`src/rtl/alu_arbiter_pkg.sv`:
```
// alu_arbiter_pkg: FSM state type, the five ALU control codes and an opcode legality helper shared by alu_arbiter and its bench
package alu_arbiter_pkg;
  typedef enum logic [1:0] {IDLE, EXEC, RESP} state_t;
  localparam logic [3:0] OP_AND = 4'b0000;
  localparam logic [3:0] OP_OR  = 4'b0001;
  localparam logic [3:0] OP_ADD = 4'b0010;
  localparam logic [3:0] OP_SUB = 4'b0110;
  localparam logic [3:0] OP_SLT = 4'b0111;
  function automatic logic op_legal(input logic [3:0] op);
    return op inside {OP_AND, OP_OR, OP_ADD, OP_SUB, OP_SLT};
  endfunction
endpackage

```
`src/rtl/alu_arbiter_if.sv`:
```
// alu_arbiter_if: bus of alu_arbiter (two requesters with valid/ready/op/a/b, ALU drive var1/var2/control and result alu_out/alu_zero, response valid/ready/id/result/zero/err); slave = arbiter, master = environment
interface alu_arbiter_if #(parameter int DATA_W = 32);
  logic              req0_valid, req1_valid, req0_ready, req1_ready;
  logic [3:0]        req0_op, req1_op, alu_control;
  logic [DATA_W-1:0] req0_a, req0_b, req1_a, req1_b;
  logic [DATA_W-1:0] alu_var1, alu_var2, alu_out, rsp_result;
  logic              alu_zero, rsp_valid, rsp_ready, rsp_id, rsp_zero, rsp_err;
  modport slave (
    input  req0_valid, req1_valid, req0_op, req1_op, req0_a, req0_b, req1_a, req1_b,
           alu_out, alu_zero, rsp_ready,
    output req0_ready, req1_ready, alu_var1, alu_var2, alu_control,
           rsp_valid, rsp_id, rsp_result, rsp_zero, rsp_err
  );
  modport master (
    output req0_valid, req1_valid, req0_op, req1_op, req0_a, req0_b, req1_a, req1_b,
           alu_out, alu_zero, rsp_ready,
    input  req0_ready, req1_ready, alu_var1, alu_var2, alu_control,
           rsp_valid, rsp_id, rsp_result, rsp_zero, rsp_err
  );
endinterface

```
`src/rtl/rr_arb2.sv`:
```
// rr_arb2: two-way round-robin grant (ports clk, reset, en, valid[1:0] in; grant[1:0] out); a tie goes to the requester not granted last, the pointer moves only when a grant is issued
module rr_arb2 (
  input  logic       clk,
  input  logic       reset,
  input  logic       en,
  input  logic [1:0] valid,
  output logic [1:0] grant
);
  logic last;
  assign grant = !en ? 2'b00 : (valid == 2'b11) ? (last ? 2'b01 : 2'b10) : valid;
  always_ff @(posedge clk or posedge reset)
    if (reset) last <= 1'b1;
    else if (|grant) last <= grant[1];
endmodule

```
`src/rtl/alu_arbiter.sv`:
```
// alu_arbiter: shares one external combinational ALU between two requesters (ports clk, reset, bus: alu_arbiter_if.slave); IDLE->EXEC->RESP per operation, optional illegal-opcode flag under ALU_ARBITER_OPCHECK_EN
module alu_arbiter
  import alu_arbiter_pkg::*;
#(
  parameter int DATA_W = 32
) (
  input logic          clk,
  input logic          reset,
  alu_arbiter_if.slave bus
);
  state_t            state, state_n;
  logic [1:0]        grant;
  logic              accept, id_q, zero_q;
  logic [3:0]        op_q;
  logic [DATA_W-1:0] a_q, b_q, res_q;
  rr_arb2 u_arb (
    .clk   (clk),
    .reset (reset),
    .en    (state == IDLE),
    .valid ({bus.req1_valid, bus.req0_valid}),
    .grant (grant)
  );
  assign accept         = |grant;
  assign bus.req0_ready = grant[0];
  assign bus.req1_ready = grant[1];
  assign bus.rsp_id     = id_q;
  assign bus.rsp_result = res_q;
  assign bus.rsp_zero   = zero_q;
  always_comb begin
    state_n         = state;
    bus.alu_var1    = '0;
    bus.alu_var2    = '0;
    bus.alu_control = OP_AND;
    bus.rsp_valid   = 1'b0;
    if (state == IDLE && accept) state_n = EXEC;
    if (state == EXEC) state_n = RESP;
    if (state == RESP && bus.rsp_ready) state_n = IDLE;
    if (state == EXEC) begin
      bus.alu_var1    = a_q;
      bus.alu_var2    = b_q;
      bus.alu_control = op_q;
    end
    bus.rsp_valid = state == RESP;
  end
  always_ff @(posedge clk or posedge reset)
    if (reset) state <= IDLE;
    else state <= state_n;
  always_ff @(posedge clk or posedge reset)
    if (reset) begin
      op_q   <= OP_AND;
      a_q    <= '0;
      b_q    <= '0;
      id_q   <= 1'b0;
      res_q  <= '0;
      zero_q <= 1'b0;
    end else begin
      if (accept) begin
        op_q <= grant[1] ? bus.req1_op : bus.req0_op;
        a_q  <= grant[1] ? bus.req1_a : bus.req0_a;
        b_q  <= grant[1] ? bus.req1_b : bus.req0_b;
        id_q <= grant[1];
      end
      if (state == EXEC) begin
        res_q  <= bus.alu_out;
        zero_q <= bus.alu_zero;
      end
    end
`ifdef ALU_ARBITER_OPCHECK_EN
  logic err_q;
  always_ff @(posedge clk or posedge reset)
    if (reset) err_q <= 1'b0;
    else if (state == EXEC) err_q <= !op_legal(op_q);
  assign bus.rsp_err = err_q;
`else
  assign bus.rsp_err = 1'b0;
`endif
endmodule
```
`src/flat_wrapper.sv`:
```
// flat-port wrapper written by rule: the top's interface ports become plain ports
module alu_arbiter_flat import alu_arbiter_pkg::*;
#(
  parameter int DATA_W = 32
)
  (clk, reset, bus_req0_valid, bus_req1_valid, bus_req0_op, bus_req1_op, bus_req0_a, bus_req0_b, bus_req1_a, bus_req1_b, bus_alu_out, bus_alu_zero, bus_rsp_ready, bus_req0_ready, bus_req1_ready, bus_alu_var1, bus_alu_var2, bus_alu_control, bus_rsp_valid, bus_rsp_id, bus_rsp_result, bus_rsp_zero, bus_rsp_err);
  alu_arbiter_if #(.DATA_W(DATA_W)) bus_i ();
  input logic clk;
  input logic reset;
  input wire logic [$bits(bus_i.req0_valid)-1:0] bus_req0_valid;
  input wire logic [$bits(bus_i.req1_valid)-1:0] bus_req1_valid;
  input wire logic [$bits(bus_i.req0_op)-1:0] bus_req0_op;
  input wire logic [$bits(bus_i.req1_op)-1:0] bus_req1_op;
  input wire logic [$bits(bus_i.req0_a)-1:0] bus_req0_a;
  input wire logic [$bits(bus_i.req0_b)-1:0] bus_req0_b;
  input wire logic [$bits(bus_i.req1_a)-1:0] bus_req1_a;
  input wire logic [$bits(bus_i.req1_b)-1:0] bus_req1_b;
  input wire logic [$bits(bus_i.alu_out)-1:0] bus_alu_out;
  input wire logic [$bits(bus_i.alu_zero)-1:0] bus_alu_zero;
  input wire logic [$bits(bus_i.rsp_ready)-1:0] bus_rsp_ready;
  output wire logic [$bits(bus_i.req0_ready)-1:0] bus_req0_ready;
  output wire logic [$bits(bus_i.req1_ready)-1:0] bus_req1_ready;
  output wire logic [$bits(bus_i.alu_var1)-1:0] bus_alu_var1;
  output wire logic [$bits(bus_i.alu_var2)-1:0] bus_alu_var2;
  output wire logic [$bits(bus_i.alu_control)-1:0] bus_alu_control;
  output wire logic [$bits(bus_i.rsp_valid)-1:0] bus_rsp_valid;
  output wire logic [$bits(bus_i.rsp_id)-1:0] bus_rsp_id;
  output wire logic [$bits(bus_i.rsp_result)-1:0] bus_rsp_result;
  output wire logic [$bits(bus_i.rsp_zero)-1:0] bus_rsp_zero;
  output wire logic [$bits(bus_i.rsp_err)-1:0] bus_rsp_err;
  assign bus_i.req0_valid = bus_req0_valid;
  assign bus_i.req1_valid = bus_req1_valid;
  assign bus_i.req0_op = bus_req0_op;
  assign bus_i.req1_op = bus_req1_op;
  assign bus_i.req0_a = bus_req0_a;
  assign bus_i.req0_b = bus_req0_b;
  assign bus_i.req1_a = bus_req1_a;
  assign bus_i.req1_b = bus_req1_b;
  assign bus_i.alu_out = bus_alu_out;
  assign bus_i.alu_zero = bus_alu_zero;
  assign bus_i.rsp_ready = bus_rsp_ready;
  assign bus_req0_ready = bus_i.req0_ready;
  assign bus_req1_ready = bus_i.req1_ready;
  assign bus_alu_var1 = bus_i.alu_var1;
  assign bus_alu_var2 = bus_i.alu_var2;
  assign bus_alu_control = bus_i.alu_control;
  assign bus_rsp_valid = bus_i.rsp_valid;
  assign bus_rsp_id = bus_i.rsp_id;
  assign bus_rsp_result = bus_i.rsp_result;
  assign bus_rsp_zero = bus_i.rsp_zero;
  assign bus_rsp_err = bus_i.rsp_err;
  alu_arbiter #(.DATA_W(DATA_W)) u_core (.clk(clk), .reset(reset), .bus(bus_i));
endmodule
```
`config.mk`:
```
export PLATFORM = sky130hd
export DESIGN_NAME = alu_arbiter_flat
export DESIGN_NICKNAME = d
export VERILOG_FILES = /design/src/rtl/alu_arbiter_pkg.sv /design/src/rtl/alu_arbiter_if.sv /design/src/rtl/rr_arb2.sv /design/src/rtl/alu_arbiter.sv /design/src/flat_wrapper.sv
export SDC_FILE = /design/constraint.sdc
export NUM_CORES = 1
export LEC_CHECK = 0
export ABC_AREA = 1
export CORE_UTILIZATION = 41
export DETAILED_ROUTE_END_ITERATION = 12
export PLACE_DENSITY = 0.81
export SLEW_MARGIN = 25
export SYNTH_ARGS = -nofsm -noshare
export SYNTH_HDL_FRONTEND = slang
export SYNTH_SLANG_ARGS = --single-unit
```
`constraint.sdc`:
```
create_clock -name clk -period 4.2 [get_ports clk]
set_input_delay 0.84 -clock clk [delete_from_list [all_inputs] [get_ports clk]]
set_output_delay 0.84 -clock clk [all_outputs]
set_load 0.05 [all_outputs]
```
==> results by group, run 1 <==
Run status
  • Status: completed

Timing
  • Portion of the clock cycle consumed by the worst path in the final layout: 80.7%
  • Slew at the pin with the worst max-slew slack: 810 ps
  • Hold Violations, Final: 0
  • Final-report setup violation count: 0
  • Maximum operating frequency: 295 MHz
  • Total negative slack: 0 ps
  • Worst clock skew: 6.49 ps
  • Least setup slack across all paths after layout: 811 ps
  • Count of pins over their slew limit: 0
  • Headroom to the max-slew limit: 46.0%
  • RSZ-0062 raised after global routing: no
  • Post-route minimum period: 3390 ps

Global routing
  • Antenna violations before repair: 0
  • Pin count of the biggest net entering global routing: 70
  • Final global-route overflow total: 0
  • Total track usage: around a quarter
  • Via count of the first global-routing pass: 5887
  • Wire length of the first global-routing pass: 29.1 mm

Worst setup path
  • Worst Path Class, Setup: in2out
  • Kind of end point of the critical path: output pin
  • Launching element type of the critical path: primary input
  • Worst Path Max Fanout: 3
  • Data required time of the worst path: between 3000 and 4000 ps
  • Internal reg-to-reg setup slack: 1740 ps
  • Worst EP arrival: 2550 ps

Power
  • IR Drop Worst-Case VDD: between 0.2 and 0.25 mV
  • Clock share of power: roughly two fifths
  • Power per Cell Area: 218 nW/um2
  • Psw: 450 uW
  • Lkg Pwr: 0.00486 uW
  • Total internal power: ~1700 uW
  • Sequential cell fraction of total power: 47.7%
  • Comb pwr share: 11.4%
  • Net switching fraction of the power: between 20% and 30%

Min path
  • Worst hold path class: reg2reg

Clocking
  • TritonCTS clock tree: yes
  • # hold bufs at CTS: 0
  • Clock buffer count from CTS: 9
  • # Post-CTS Setup Buffers: 0
  • Clock slew seen by the registers of the worst setup and hold paths: 70 ps
  • Worst-case clock buffer depth: 2
  • H-tree depth: 3
  • CTS Root Buffer Type: clkbuf_16
  • PostCTS Resize Cnt: 0
  • Worst-skew pair later-pin latency: 340 ps
  • Clock sink count: 105

Synth
  • FF+latch count, synth: between 100 and 150
  • Leading cell type by number of instances after synthesis: nand2_1
  • Combined area of all synthesized cells: ~5800 um2
  • Mean Syn Cell Area: between 6 and 7 um2
  • Number of enable flip-flop cells after synthesis: 0
  • Synthesized Nets: 1063
  • Sequential cell area fraction in the yosys report: 45.2%
  • Synth top cells by count: nand2_1, inv_1, nand3_1
  • Yosys cell types: 19
  • Largest cells by area after synthesis: dfrtp_1, nand2_1, inv_1
  • Post-synth top flop: dfrtp_1
  • Synth Instances: 889
  • Async S/R FF share, synth: 100%
  • Area share of the largest cell type after synthesis: 44.8%
  • Cell type contributing the most total cell area after synthesis: dfrtp_1
  • Synthesis warning total: 0

Floorplanning
  • Number of cell rows: between 40 and 50
  • Starting Density: 41.9%
  • Chip height: 121 um
  • Die area: 14700 um2
  • Die Width: 121 um
  • Core area: 13900 um2
  • Count of pins on the block boundary: 280

Routing
  • Vias per cell: between 4 and 5
  • Initial drt markers: 290
  • Residual DRC count: 0
  • DRT Pass-1 Iters: 4
  • Per-cell routed wire length: 13.8 um
  • Count of antenna-violating nets left after detailed routing: 0
  • Via total after detailed routing: just over 6000
  • Routed Wire Length: 18.3 mm

Final layout
  • Signed area change from the synthesized netlist to the final layout: 67.2%
  • Layout net count: 1315
  • Diode insertion count for antenna repair: 0
  • Final non-filler cell total: 1326
  • Proportion of layout cells with a drive suffix above 1: 9.16%
  • Final standard cell utilization of the core: 70.0%

Place
  • Half-perimeter wire length after placement: 13.0 mm
  • Number of instances in the placed design: 1310
  • Post-Place Setup Slack: 803 ps
  • PortBufs: 278
  • Global placement routability congestion: 0.799

Job
  • Reported max-cap violation count: 0
==> metrics by stage <==
stage | instance area, um2 | power, uW | hold WS (ps)
after global routing | 9720 | 2200 | 492
final | 9720 | 2120 | 473
after global placement | 9420 | 1270 | 453
after floorplan | 5810 | 1100 | 449
after CTS | 9720 | 2140 | 475
after detailed placement | 9420 | 1270 | 458
==> layout make-up <==
class                      count  area, um2
fill                        1121       4160
tap                          180        225
timing repair buffer         291       3580
multi-input combinational    522       2180
inverter                     212        798
sequential                   105       2630
clock inverter                 2       38.8
clock buffer                  14        264
==> cell families (layout without fill, tap and decap cells) <==
| family | after synthesis | in the layout | synth area share [%] |
|---|---|---|---|
| AND/OR/NAND/NOR | 516 | 516 | 36.4 |
| AO/OA/AOI/OAI | 5 | 5 | 0.624 |
| buffers and inverters | 262 | 519 | 17.6 |
| flip-flops | 105 | 105 | 45.2 |
| other | 1 | 1 | 0.0645 |
==> state kept, by name, indices dropped and copies added, names as in the netlist <==
signal	flops
u_core.u_arb.last	1
u_core.bus.rsp_zero	1
u_core.bus.rsp_id	1
u_core.bus.rsp_result	32
u_core.state	2
u_core.op_q	4
u_core.b_q	32
u_core.a_q	32
==> power groups by stage <==
stage / clock (uW) / sequential, uW / combinational (uW)
2_1_floorplan: 0 / 1030 / 65.5
3_3_place_gp: 0 / 1030 / 239
3_5_place_dp: 0 / 1030 / 243
4_1_cts: 889 / 1010 / 244
5_1_grt: 926 / 1010 / 266
6_report: 865 / 1010 / 242
==> layout by cell type (no fill, tap or decap), types with 3 or more instances in the layout <==
cell type / Yosys / routed
nand3_1: 137 / 137
nor2_1: 69 / 69
nand2_1: 306 / 306
inv_1: 211 / 209
clkdlybuf4s50_1: 0 / 209
clkbuf_1: 30 / 3
clkbuf_16: 0 / 9
dfrtp_1: 104 / 104
buf_4: 1 / 12
buf_12: 0 / 70
==> critical path, stage by stage <==
cell and delay, ps:
clkdlybuf4s50_1 600, nand3_1 170, inv_1 90, clkdlybuf4s50_1 830
==> metal layers <==
| layer | vias up | track usage [%] | wire [um] |
|---|---|---|---|
| met3 | 23 | 5.73 | 1030 |
| met1 | 2798 | 29.6 | 7430 |
| li1 | 3071 | - | - |
| met2 | 176 | 46.8 | 9500 |
| met4 | 0 | 6.71 | 355 |
| met5 | - | 0 | 0 |
==> final timing paths <==
path | start | endpoint | cells after the start
min reg2reg | u_core.bus.rsp_result[6]$_DFFE_PP0N_ | u_core.bus.rsp_result[6]$_DFFE_PP0N_ | 2
min in group asynchronous | reset | u_core.bus.rsp_result[22]$_DFFE_PP0N_ | 2
max reg2reg | u_core.state[0]$_DFFE_PP0P_ | u_core.a_q[30]$_DFFE_PP0P_ | 7
max | bus_req0_valid | bus_req0_ready | 4
max in group asynchronous | reset | u_core.bus.rsp_result[1]$_DFFE_PP0N_ | 3
min | u_core.bus.rsp_result[6]$_DFFE_PP0N_ | u_core.bus.rsp_result[6]$_DFFE_PP0N_ | 2
Power figures use the tool's default switching activity.
==> run 2: changes to the inputs <==
Clock period 4.2 ns to 3.2 ns, I/O delays scaled along.
==> results by group, run 2 (same netlist as run 1, synthesis figures left out) <==
Routing
  • Residual DRC count: 0
  • Per-cell routed wire length: 13.8 um
  • Topmost layer with routed signal wires: met4
  • Routed met3 length: 1.01 mm
  • Vias per cell: 4.59
  • Routed Wire Length: 18.2 mm
  • DRT Pass-1 Iters: 4
  • Count of antenna-violating nets left after detailed routing: 0
  • Via total after detailed routing: 6079
  • Met2 Routed Length: 9.08 mm
  • Post-route met1 wirelength: 7.43 mm
  • Initial drt markers: 435

Timing
  • Portion of the clock cycle consumed by the worst path in the final layout: 78.5%
  • Hold Violations, Final: 0
  • Total negative slack: 0 ps
  • Maximum operating frequency: 398 MHz
  • Count of pins over their slew limit: 0
  • Worst hold slack across all endpoints: 471 ps
  • Post-route minimum period: 2510 ps
  • RSZ-0062 raised after global routing: no
  • Headroom to the max-slew limit: 49.9%
  • Slew at the pin with the worst max-slew slack: 751 ps
  • Final-report setup violation count: 0
  • Worst clock skew: 4.95 ps

Place
  • Global placement routability congestion: 0.834
  • PortBufs: 278
  • Half-perimeter wire length after placement: 13.1 mm
  • Number of instances in the placed design: 1310

Worst setup path
  • Startpoint of the lowest-slack register-to-register path: u_core.state[0]$_DFFE_PP0P_
  • Critical path's top delay family: buffers and inverters
  • Launching element type of the critical path: flop
  • Worst Path Max Fanout: 39
  • Data required time of the worst path: 2560 ps
  • Worst Path Class, Setup: reg2out
  • Standard cell with the maximum stage delay on the critical path: dfrtp_1
  • Terminus of the critical flop-to-flop path: u_core.a_q[14]$_DFFE_PP0P_
  • Total stage count of the critical path: 6
  • Kind of end point of the critical path: output pin
  • Worst EP arrival: 1870 ps
  • Critical path launch point: u_core.state[0]$_DFFE_PP0P_
  • Longest individual stage delay on the worst path: 410 ps
  • Cells along the critical path: inv_1, nor2_2, clkinv_2, buf_4, nor2_1, buf_12
  • Internal reg-to-reg setup slack: roughly 1200 ps
  • Total buffers and inverters traversed by the critical path: 4
  • Critical Path Sink: bus_alu_var1[11]
  • Register-to-Register Path Depth: 7

Job
  • Reported max-cap violation count: 0

Final layout
  • Filler Cells Inserted: 1132
  • Area occupied by multi-input gates: roughly 2200 um2
  • Top library cells by usage in the layout, fill and taps aside: nand2_1, inv_1, clkdlybuf4s50_1
  • Diode insertion count for antenna repair: 0
  • Most common cell after layout, fill and taps aside: nand2_1
  • Proportion of layout cells with a drive suffix above 1: under 10%
  • Signed area change from the synthesized netlist to the final layout: 67.9%
  • Final non-filler cell total: ~1300
  • Sequential cell area: 2630 um2
  • Layout net count: 1315

Clocking
  • H-tree depth: 3
  • TritonCTS clock tree: yes
  • # Post-CTS Setup Buffers: 0
  • Clock sink count: ~110
  • Worst-case clock buffer depth: 2
  • # hold bufs at CTS: 0
  • Clock buffer count from CTS: 9
  • Worst-skew pair later-pin latency: 340 ps
  • CTS Root Buffer Type: clkbuf_16
  • Clock slew seen by the registers of the worst setup and hold paths: 70 ps
  • PostCTS Resize Cnt: 0

Global routing
  • Pin count of the biggest net entering global routing: 70
  • Total track usage: around a quarter
  • Wire length of the first global-routing pass: 29.6 mm
  • Via count of the first global-routing pass: 5939
  • Antenna violations before repair: 0
  • Final global-route overflow total: 0

Floorplanning
  • Die Width: 121 um
  • Count of pins on the block boundary: 280
  • Starting Density: 41.9%
  • Core area: around 14000 um2
  • Die area: 14700 um2
  • Number of cell rows: 43
  • Chip height: 121 um

Power
  • Overall power: 2870 uW
  • IR Drop Worst-Case VDD: around 0.29 mV
  • Power per Cell Area: about 290 nW/um2
  • Lkg Pwr: 0.00489 uW

Run status
  • Status: completed

Min path
  • Worst hold path class: reg2reg
==> run 2: cell types whose count changed in the layout (fill, tap and decap cells not counted) <==
cell	previous run	this run
clkbuf_1	3	1
buf_12	70	71
bufinv_16	1	2
clkbuf_8	2	3
clkdlybuf4s50_1	209	208
clkinv_2	0	1
clkinv_4	1	0
clkinvlp_4	0	1
inv_2	2	1
inv_4	1	0
==> run 2: worst min-delay path: stages, from the launching register on <==
cell and delay [ps]:
dfrtp_1 340, nand2_1 50, nand2_1 50
==> run 2: final cells by class <==
class	instances	area share, %
Inverter	212	8.21
Clock buffer	13	2.77
Clock inverter	2	0.615
Timing Repair Buffer	291	36.8
Sequential cell	105	26.9
Multi-Input combinational cell	522	22.3
Tap cell	180	2.31
==> run 2: worst min-delay path by stage <==
| stage | from | to | slack (ps) | depth (start not counted) |
|---|---|---|---|---|
| global placement | u_core.bus.rsp_result[30]$_DFFE_PP0N_ | u_core.bus.rsp_result[30]$_DFFE_PP0N_ | 450 | 2 |
| CTS | u_core.bus.rsp_result[3]$_DFFE_PP0N_ | u_core.bus.rsp_result[3]$_DFFE_PP0N_ | 470 | 2 |
| floorplan | u_core.a_q[12]$_DFFE_PP0P_ | u_core.a_q[12]$_DFFE_PP0P_ | 450 | 2 |
| detailed placement | u_core.bus.rsp_result[3]$_DFFE_PP0N_ | u_core.bus.rsp_result[3]$_DFFE_PP0N_ | 460 | 2 |
| global route | u_core.bus.rsp_result[30]$_DFFE_PP0N_ | u_core.bus.rsp_result[30]$_DFFE_PP0N_ | 490 | 2 |
| finish | u_core.bus.rsp_result[3]$_DFFE_PP0N_ | u_core.bus.rsp_result[3]$_DFFE_PP0N_ | 470 | 2 |
==> run 2: layer usage <==
layer	vias up	global-route usage, %
li1	3065	-
met1	2775	31.3
met2	188	43.7
met3	51	6.06
met4	0	12.2
met5	-	0
==> run 2: per-stage QoR <==
step                util [%]  setup WS (ps)  instance area [um2]
floorplan                  -            834                 5820
global placement        67.9            732                 9430
detailed placement      67.9            682                 9430
CTS                     70.3            648                 9760
global route            70.3            553                 9760
finish                  70.3            687                 9760
==> run 2: report_power, final <==
group / leakage (uW) / switching [uW] / internal (uW) / total [uW]
Clock: 0.000162 / 477 / 747 / 1220
Sequential: 0.00128 / 0 / 1330 / 1330
Combinational: 0.00344 / 112 / 209 / 321
Total: 0.00489 / 589 / 2280 / 2870
